===== src/rtl/noc_local_ni.sv =====
// ---------------------------------------------------------------------------
// noc_local_ni
//
// Local network interface between a mesh node's host logic and the router's
// L port.
//   Transmit: packs host requests into 16-bit flits {payload, dest_x, dest_y}
//             and injects them with credit-based flow control.
//   Receive:  buffers flits ejected by the router in a first-word-fall-through
//             FIFO and returns one credit per flit the host consumes.
//
// Optional feature macro: NOC_NI_DEST_CHECK_EN
//   Defined   - flits whose destination is not (XCOORD, YCOORD) are discarded,
//               err_flags[2] is set and the credit is still returned.
//   Undefined - all flits are accepted; err_flags[2] is tied to 0.
//
// Ports:
//   clk, rst        clock, synchronous active-high reset
//   tx_valid/ready  host transmit handshake
//   tx_dest_x/y     destination coordinates of the host flit
//   tx_payload      payload byte of the host flit
//   link_o_data     registered flit to the router L input
//   link_o_enable   registered one-cycle flit strobe to the router
//   link_o_credit   credit pulse from the router (its L input FIFO popped)
//   link_i_data     flit from the router L output
//   link_i_enable   flit strobe from the router
//   link_i_credit   registered credit pulse back to the router
//   rx_valid/ready  host receive handshake (rx_valid = FIFO non-empty)
//   rx_data         head flit of the receive FIFO
//   tx_count        flits injected (wrapping)
//   rx_count        flits accepted into the receive FIFO (wrapping)
//   err_flags       sticky: [0] credit overflow, [1] rx FIFO overflow,
//                   [2] destination mismatch
// ---------------------------------------------------------------------------
module noc_local_ni #(
  parameter logic [3:0] XCOORD     = 4'd0,
  parameter logic [3:0] YCOORD     = 4'd0,
  parameter int         TX_CREDITS = 4,
  parameter int         RX_DEPTH   = 4
) (
  input  logic        clk,
  input  logic        rst,
  input  logic        tx_valid,
  output logic        tx_ready,
  input  logic [3:0]  tx_dest_x,
  input  logic [3:0]  tx_dest_y,
  input  logic [7:0]  tx_payload,
  output logic [15:0] link_o_data,
  output logic        link_o_enable,
  input  logic        link_o_credit,
  input  logic [15:0] link_i_data,
  input  logic        link_i_enable,
  output logic        link_i_credit,
  output logic        rx_valid,
  input  logic        rx_ready,
  output logic [15:0] rx_data,
  output logic [15:0] tx_count,
  output logic [15:0] rx_count,
  output logic [2:0]  err_flags
);

  localparam int CW = $clog2(TX_CREDITS + 1);
  localparam int OW = $clog2(RX_DEPTH + 1);
  localparam int PW = (RX_DEPTH > 1) ? $clog2(RX_DEPTH) : 1;

  localparam logic [CW-1:0] CREDIT_MAX = CW'(TX_CREDITS);
  localparam logic [OW-1:0] OCC_FULL   = OW'(RX_DEPTH);
  localparam logic [PW-1:0] PTR_LAST   = PW'(RX_DEPTH - 1);

  // State
  logic [CW-1:0] credit_q, credit_d;
  logic [15:0]   link_o_data_q, link_o_data_d;
  logic          link_o_enable_q, link_o_enable_d;
  logic          link_i_credit_q, link_i_credit_d;
  logic [15:0]   tx_count_q, tx_count_d;
  logic [15:0]   rx_count_q, rx_count_d;
  logic [2:0]    err_q, err_d;
  logic [PW-1:0] rd_ptr_q, rd_ptr_d;
  logic [PW-1:0] wr_ptr_q, wr_ptr_d;
  logic [OW-1:0] occ_q, occ_d;
  logic [15:0]   mem_q [RX_DEPTH];

  // Per-cycle events
  logic tx_hs;
  logic rx_empty;
  logic rx_full;
  logic rx_pop;
  logic dest_ok;
  logic rx_push;
  logic rx_drop_full;
  logic rx_mismatch;

  assign tx_ready = (credit_q != '0);
  assign tx_hs    = tx_valid && tx_ready;

  assign rx_empty = (occ_q == '0);
  assign rx_full  = (occ_q == OCC_FULL);
  assign rx_pop   = !rx_empty && rx_ready;

`ifdef NOC_NI_DEST_CHECK_EN
  assign dest_ok = (link_i_data[7:0] == {XCOORD, YCOORD});
`else
  assign dest_ok = 1'b1;
`endif

  // A full FIFO still takes a push when the head leaves in the same cycle.
  assign rx_push      = link_i_enable && dest_ok && (!rx_full || rx_pop);
  assign rx_drop_full = link_i_enable && dest_ok && rx_full && !rx_pop;
  assign rx_mismatch  = link_i_enable && !dest_ok;

`ifdef NOC_NI_DEST_CHECK_EN
  // A misrouted flit and a host pop in the same cycle each owe the router a
  // credit, but the link carries one pulse per cycle; the surplus is queued
  // here and drained on following cycles so the router's count stays exact.
  localparam int SW = OW + 1;
  logic [OW-1:0] credit_owed_q, credit_owed_d;
  logic [SW-1:0] credit_owed_sum;
  assign credit_owed_sum = {1'b0, credit_owed_q} + SW'(rx_pop) + SW'(rx_mismatch);
`endif

  function automatic logic [PW-1:0] ptr_inc(input logic [PW-1:0] ptr);
    return (ptr == PTR_LAST) ? '0 : ptr + 1'b1;
  endfunction

  // NOTE: every variable assigned in this block gets a default first, so no
  // path leaves it unassigned and no latch is inferred.
  always_comb begin
    credit_d        = credit_q;
    err_d           = err_q;
    link_o_enable_d = tx_hs;
    link_o_data_d   = link_o_data_q;
    tx_count_d      = tx_count_q;
    rx_count_d      = rx_count_q;
    rd_ptr_d        = rd_ptr_q;
    wr_ptr_d        = wr_ptr_q;
    occ_d           = occ_q;
    link_i_credit_d = rx_pop;

    // Transmit credits: a handshake and a returned credit cancel out.
    unique case ({tx_hs, link_o_credit})
      2'b10: credit_d = credit_q - 1'b1;
      2'b01: begin
        if (credit_q == CREDIT_MAX) err_d[0] = 1'b1;
        else                        credit_d = credit_q + 1'b1;
      end
      default: ;
    endcase

    if (tx_hs) begin
      link_o_data_d = {tx_payload, tx_dest_x, tx_dest_y};
      tx_count_d    = tx_count_q + 16'd1;
    end

    // Receive FIFO
    if (rx_pop)  rd_ptr_d = ptr_inc(rd_ptr_q);
    if (rx_push) begin
      wr_ptr_d   = ptr_inc(wr_ptr_q);
      rx_count_d = rx_count_q + 16'd1;
    end
    occ_d = occ_q + OW'(rx_push) - OW'(rx_pop);
    if (rx_drop_full) err_d[1] = 1'b1;

`ifdef NOC_NI_DEST_CHECK_EN
    if (rx_mismatch) err_d[2] = 1'b1;
    credit_owed_d   = credit_owed_q;
    link_i_credit_d = 1'b0;
    if (credit_owed_sum != '0) begin
      link_i_credit_d = 1'b1;
      credit_owed_d   = OW'(credit_owed_sum - 1'b1);
    end
`else
    err_d[2] = 1'b0;
`endif
  end

  // NOTE: sequential state is updated with non-blocking assignments only, so
  // every flop samples the pre-edge value of every other flop.
  always_ff @(posedge clk) begin
    if (rst) begin
      credit_q        <= CREDIT_MAX;
      link_o_data_q   <= '0;
      link_o_enable_q <= 1'b0;
      link_i_credit_q <= 1'b0;
      tx_count_q      <= '0;
      rx_count_q      <= '0;
      err_q           <= '0;
      rd_ptr_q        <= '0;
      wr_ptr_q        <= '0;
      occ_q           <= '0;
`ifdef NOC_NI_DEST_CHECK_EN
      credit_owed_q   <= '0;
`endif
    end else begin
      credit_q        <= credit_d;
      link_o_data_q   <= link_o_data_d;
      link_o_enable_q <= link_o_enable_d;
      link_i_credit_q <= link_i_credit_d;
      tx_count_q      <= tx_count_d;
      rx_count_q      <= rx_count_d;
      err_q           <= err_d;
      rd_ptr_q        <= rd_ptr_d;
      wr_ptr_q        <= wr_ptr_d;
      occ_q           <= occ_d;
`ifdef NOC_NI_DEST_CHECK_EN
      credit_owed_q   <= credit_owed_d;
`endif
    end
  end

  // NOTE: the storage array is deliberately not reset; the occupancy counter
  // and pointers define which entries are valid, so reset only clears those.
  always_ff @(posedge clk) begin
    if (rx_push) mem_q[wr_ptr_q] <= link_i_data;
  end

  assign link_o_data   = link_o_data_q;
  assign link_o_enable = link_o_enable_q;
  assign link_i_credit = link_i_credit_q;
  assign rx_valid      = !rx_empty;
  // Masked while empty so stale storage never shows on the port.
  assign rx_data       = rx_empty ? '0 : mem_q[rd_ptr_q];
  assign tx_count      = tx_count_q;
  assign rx_count      = rx_count_q;
  assign err_flags     = err_q;

endmodule


===== config.mk =====
export PLATFORM = sky130hd
export DESIGN_NAME = noc_local_ni
export DESIGN_NICKNAME = d
export VERILOG_FILES = /design/src/rtl/noc_local_ni.sv
export SDC_FILE = /design/constraint.sdc
export NUM_CORES = 1
export LEC_CHECK = 0
export ABC_CLOCK_PERIOD_IN_PS = 5750
export CAP_MARGIN = 20
export CORE_ASPECT_RATIO = 1.75
export CORE_MARGIN = 2
export CORE_UTILIZATION = 45
export DETAILED_ROUTE_END_ITERATION = 10
export HOLD_SLACK_MARGIN = 0.08
export PLACE_DENSITY = 0.73
export SLEW_MARGIN = 20
export SYNTH_ARGS = -nofsm -noshare
export SYNTH_HDL_FRONTEND = slang
export SYNTH_SLANG_ARGS = --single-unit

===== constraint.sdc =====
create_clock -name clk -period 5.75 [get_ports clk]
set_clock_uncertainty 0.2 [all_clocks]
set_input_delay 1.4375 -clock clk [delete_from_list [all_inputs] [get_ports clk]]
set_output_delay 1.4375 -clock clk [all_outputs]
set_load 0.03 [all_outputs]

==> results of run 1 <==
## cells by family after synthesis
kind of cell / Yosys count
other: 1
DFF: 128
AOI/OAI and AO/OA: 54
muxes: 20
and+or+nand+nor: 166
adders and majority gates: 11
buffers and inverters: 33
xor gates and xnor gates: 20
## area by class of cell
type / instances / area, sq um
Fill cell: 921 / 4454
Sequential cell: 128 / 3204
Multi-Input combinational cell: 272 / 1906
Timing Repair Buffer: 109 / 1085
Clock buffer: 17 / 425.4
Clock inverter: 15 / 173.9
Tap cell: 135 / 168.9
Inverter: 9 / 33.78
## power by group through the flow
stage          combinational (mW)  clock [mW]  sequential, mW
2_1_floorplan               0.452           0            1.12
3_3_place_gp                0.700           0            1.13
3_5_place_dp                0.714           0            1.13
4_1_cts                     0.717        1.10            1.11
5_1_grt                     0.764        1.14            1.12
6_report                    0.710        1.08            1.11
## per-stage QoR
step / util, % / cells
after floorplan: - / 433
after global placement: 55.76 / 652
after detailed placement: 55.76 / 652
after CTS: 60.99 / 684
after global routing: 61.10 / 685
final: 61.10 / 685
## critical path: cells and delay by family (launching register included)
| family | cells | cell delay, ps |
|---|---|---|
| flops | 1 | 710 |
| buf+inv | 1 | 590 |
| mux | 1 | 580 |
| simple gates | 1 | 170 |
## state kept, by name, indices dropped and copies added, names as in the netlist, 2 cells and up, named ones only
name / flops
credit_q: 3
err_flags: 2
link_o_data: 16
mem_q: 64
occ_q: 3
rd_ptr_q: 2
rx_count: 16
tx_count: 16
wr_ptr_q: 2
## per-layer routing
metal / vias to the layer above / part of all wire, % / routed length (um) / global-route usage [%]
met3: 22 / 6.5 / 724 / 7.405
met4: 0 / 2.1 / 236 / 6.825
li1: 1773 / - / - / -
met5: - / 0 / 0 / 0
met1: 1761 / 39 / 4317 / 20.48
met2: 116 / 53 / 5923 / 32.58
## synth_stat cells (2+ instances only)
cell and count:
nand4_1 8, inv_1 9, and4_1 2, nor2b_1 5, nand2_1 50, nand2b_1 3
a31oi_1 2, nand3_1 13, ha_1 9, edfxtp_1 64, and3_1 7, o31ai_1 4
o21ai_0 9, buf_2 3, mux4_2 16, dfxtp_1 64, clkbuf_1 20, and2_1 18
nor3_1 5, nor2_1 30, or4_1 4, xor2_1 10, a21oi_1 34, fa_1 2
mux2_2 3, or3_1 10, xnor2_1 10
## path summary, 6_finish.rpt
| kind | startpoint | end | slack [ps] | cells after the start |
|---|---|---|---|---|
| setup reg to reg | occ_q[0] | occ_q[2] | 2750 | 10 |
| setup / recovery | register | rx_data[8] | 1660 | 3 |
| hold / removal | link_o_data[6] | link_o_data[6] | 260 | 2 |
| hold reg to reg | link_o_data[6] | link_o_data[6] | 260 | 2 |
==> impl_metrics.env, run 1 <==
export IMPL_rsz0062_at_grt="false"
export IMPL_fmax_mhz=244.5
export IMPL_antenna_found_initial=0
export IMPL_design_area_sq_um=6997
export IMPL_async_reset_ff_share_pct=0
export IMPL_status="complete, no violations"
export IMPL_routed_wl_mm=11.20
export IMPL_die_y_um=146.6
export IMPL_dieArea_sq_um=12540
export IMPL_grt_max_degree=37
export IMPL_fin_setup_tns_ps=0
export IMPL_synth_top_family_by_area="simple AND/OR/NAND/NOR gates"
export IMPL_synth_simple_area_share_pct=16.34
export IMPL_track_usage_pct=18.80
export IMPL_synth_top_area_share_pct=36.74
export IMPL_synth_edff_count=64
export IMPL_final_common_cell="clkdlybuf4s50_1"
export IMPL_synth_seq_cells=128
export IMPL_first_iter_violations=153
export IMPL_synthAdderAreaFrac_pct=2.918
export IMPL_placed_area_sq_um=6385
export IMPL_synth_xor_area_share_pct=3.348
export IMPL_grt_pass1_vias=3827
export IMPL_period_needed_ps=4090
export IMPL_std_cell_rows=52
export IMPL_setup_ws_ps=1660
export IMPL_grt_first_pass_wirelength_mm=18.51
export IMPL_clkPwrFrac_pct=37.2
export IMPL_synth_nets=482
export IMPL_intPower_mw=2.015
export IMPL_drt_pass1_iterations=4
export IMPL_pwr_share_seq_pct=38.3
export IMPL_critPathCaptureType="output port"
export IMPL_synth_compound_area_share_pct=5.860
export IMPL_hold_violations=0
export IMPL_switching_share_pct=30.45
export IMPL_slowest_delay_ps=710
export IMPL_power_total_mw=2.898
export IMPL_cts_buffers=17
export IMPL_max_cap_violations=0
export IMPL_crit_slowest_cell="dfxtp_2"
export IMPL_core_area_sq_um=11450
export IMPL_slew_headroom_pct=33.52
export IMPL_maxSlewViolCount=0
export IMPL_synthMuxAreaShare_pct=7.725
export IMPL_area_growth_pct=33.75
export IMPL_routedWlPerCell_um=16.35
export IMPL_grt_overflow_total=0
export IMPL_drc=0
export IMPL_io_pins=109
export IMPL_cts_max_level=4
export IMPL_hp_class="reg -> reg"
export IMPL_final_net_count=586
export IMPL_ant_nets=0
export IMPL_hpwl_mm=7.611
export IMPL_max_vdd_ir_drop_mv=0.2987
export IMPL_ys_warn_count=0
export IMPL_die_w_um=85.51
export IMPL_syn_inst=433
export IMPL_crit_type="reg -> out"
export IMPL_gp_congestion=0.7937
export IMPL_io_buffers=107
export IMPL_worst_slew_pin_slew_ps=983.3
export IMPL_diodes=0
export IMPL_switching_power_mw=0.8824
export IMPL_period_share_pct=71.13
export IMPL_hold_buffers=0
export IMPL_cp_max_fo=16
export IMPL_ys_dominant_reg_cell="edfxtp_1"
export IMPL_cts_repair_resized=0
export IMPL_dpl_worst_slack_ps=1252
export IMPL_post_cts_buffers=0
export IMPL_crit_path_start_kind="register"
export IMPL_syn_cell_area_sq_um=5231
export IMPL_p_leak_nw=2.438
export IMPL_drive_gt1_share_pct=11.82
export IMPL_setup_viol=0
export IMPL_synth_seq_area_share_pct=61.23
export IMPL_clk_latency_ps=410
export IMPL_final_cell_mix="clkdlybuf4s50_1, edfxtp_1, dfxtp_1"
export IMPL_worstPathArrival_ps=2450
export IMPL_clkSinkCount=128
export IMPL_clkTransAtPathRegs_ps=60
export IMPL_via_count=3672
export IMPL_synth_top_area_cell="edfxtp_1"
export IMPL_viasPerCell=5.361
export IMPL_synthTopCellsByArea="edfxtp_1, dfxtp_1, mux4_2, nand2_1, a21oi_1"
export IMPL_p_per_area_nw_per_um2=414.2
export IMPL_avgSynthCellArea_sq_um=12.08
export IMPL_clockBufferDepth=2
export IMPL_root_buffer="clkbuf_16"
export IMPL_required_ps=4110
export IMPL_worstPathCellList="mux4_2 -> and2_1 -> clkdlybuf4s50_1"
export IMPL_synth_distinct_cells=46
export IMPL_pwr_share_comb_pct=24.5
export IMPL_start_util_pct=45.68
export IMPL_timing_hold_ws_ps=256.2
export IMPL_cts_tree="yes"
Note: power is estimated with default switching activity, not from simulation.
==> run 2, diff against run 1 <==
--- a/config.mk
+++ b/config.mk
@@ -5,7 +5,7 @@
 export SDC_FILE = /design/constraint.sdc
 export NUM_CORES = 1
 export LEC_CHECK = 0
-export ABC_CLOCK_PERIOD_IN_PS = 5750
+export ABC_CLOCK_PERIOD_IN_PS = 4000
 export CAP_MARGIN = 20
 export CORE_ASPECT_RATIO = 1.75
 export CORE_MARGIN = 2
==> constraint.sdc (replaced) <==
create_clock -name clk -period 4 [get_ports clk]
set_clock_uncertainty 0.2 [all_clocks]
set_input_delay 1 -clock clk [delete_from_list [all_inputs] [get_ports clk]]
set_output_delay 1 -clock clk [all_outputs]
set_load 0.03 [all_outputs]
==> impl_metrics.env, run 2 (synthesis gave the netlist of run 1 again) <==
export IMPL_core_area_sq_um=11450
export IMPL_hp_class="reg -> reg"
export IMPL_std_cell_rows=52
export IMPL_fin_setup_tns_ps=0
export IMPL_drc=0
export IMPL_hold_buffers=0
export IMPL_worstPathArrival_ps=2340
export IMPL_cts_buffers=17
export IMPL_p_per_area_nw_per_um2=598.6
export IMPL_via_count=3683
export IMPL_hpwl_mm=7.579
export IMPL_final_net_count=590
export IMPL_top_register="mem_q"
export IMPL_met3WireLength_um=668
export IMPL_grt_overflow_total=0
export IMPL_dieArea_sq_um=12540
export IMPL_io_buffers=107
export IMPL_crit_path_start_kind="register"
export IMPL_routed_wl_mm=11.07
export IMPL_root_buffer="clkbuf_16"
export IMPL_track_usage_pct=18.71
export IMPL_die_w_um=85.51
export IMPL_final_cell_mix="clkdlybuf4s50_1, dfxtp_1, edfxtp_1"
export IMPL_routedWlPerCell_um=16.06
export IMPL_placed_area_sq_um=6422
export IMPL_max_vdd_ir_drop_mv=0.4647
export IMPL_cts_repair_resized=0
export IMPL_required_ps=2800
export IMPL_area_growth_pct=34.63
export IMPL_maxSlewViolCount=0
export IMPL_p_leak_nw=2.460
export IMPL_gp_congestion=0.8414
export IMPL_critPathCaptureType="output port"
export IMPL_grt_first_pass_wirelength_mm=18.28
export IMPL_viasPerCell=5.345
export IMPL_clkTransAtPathRegs_ps=50
export IMPL_cp_max_fo=16
export IMPL_clkSinkCount=128
export IMPL_grt_pass1_vias=3745
export IMPL_diodes=0
export IMPL_antenna_found_initial=0
export IMPL_setup_viol=0
export IMPL_die_y_um=146.6
export IMPL_clk_latency_ps=410
export IMPL_rsz0062_at_grt="false"
export IMPL_period_needed_ps=3536
export IMPL_design_area_sq_um=7043
export IMPL_route_met2_wl_mm=6.083
export IMPL_clockBufferDepth=2
export IMPL_slew_headroom_pct=41.58
export IMPL_period_share_pct=88.41
export IMPL_start_util_pct=45.68
export IMPL_max_cap_violations=0
export IMPL_largest_register_ffs=64
export IMPL_grt_max_degree=37
export IMPL_fmax_mhz=282.8
export IMPL_crit_type="reg -> out"
export IMPL_worst_slew_pin_slew_ps=876.3
export IMPL_cts_tree="yes"
export IMPL_ant_nets=0
export IMPL_first_iter_violations=180
export IMPL_final_common_cell="clkdlybuf4s50_1"
export IMPL_top_layer="met4"
export IMPL_wl_met1_mm=4.263
export IMPL_hold_violations=0
export IMPL_cts_max_level=4
export IMPL_drt_pass1_iterations=6
export IMPL_post_cts_buffers=0
export IMPL_drive_gt1_share_pct=12.09
export IMPL_io_pins=109
export IMPL_status="complete, no violations"
-- run 2: cell types whose count changed in the layout (fill, tap and decap cells not counted), sizes merged --
| cell | change |
|---|---|
| buf | +4 |
| bufinv | +2 |
| clkbuf | +1 |
| clkinv | +3 |
| clkinvlp | +2 |
| inv | -8 |
-- run 2: critical path, cell delays in order (launching register included) --
cell and delay [ps]:
dfxtp_1 300, buf_4 310, mux4_2 560, and2_1 180, clkdlybuf4s50_1 590
-- run 2: area by class of cell --
type,instances,area (sq um)
fill,922,4408
sequential,128,3203
multi-input combinational,272,1906
timing repair buffer,113,1111
clock buffer,18,429.2
clock inverter,14,191.4
tap,135,168.9
inverter,9,33.78
-- run 2: path summary, 6_finish.rpt --
kind | end | slack, ps | start | depth (start not counted)
worst max-delay path | rx_data[14] | 460 | register | 4
worst min-delay path | link_o_data[1] | 250 | link_o_data[1] | 2
worst max register to register | occ_q[2] | 1120 | occ_q[0] | 10
worst min register to register | link_o_data[1] | 250 | link_o_data[1] | 2
-- run 2: stage by stage --
stage               util, %  power [mW]  cells  setup WS (ps)  hold WS [ps]
floorplan                 -       2.264    433          704.7         263.4
global route          61.51       4.408    689          362.0         269.5
finish                61.51       4.216    689          463.7         252.3
detailed placement    56.09       2.673    657          107.6         249.0
global placement      56.09       2.636    657          184.0         245.0
CTS                   61.51       4.268    689          405.8         253.7
-- run 2: routing by layer --
| metal | vias to the layer above | track usage (%) |
|---|---|---|
| met5 | - | 0 |
| met4 | 0 | 6.508 |
| met3 | 4 | 7.010 |
| met2 | 105 | 33.05 |
| met1 | 1805 | 20.17 |
| li1 | 1769 | - |
-- run 2: power breakdown --
group	switching, mW	internal (mW)	total [mW]
Clock	0.546	1.04	1.59
Sequential	0.0747	1.49	1.56
Combinational	0.587	0.481	1.07
Total	1.21	3.01	4.22
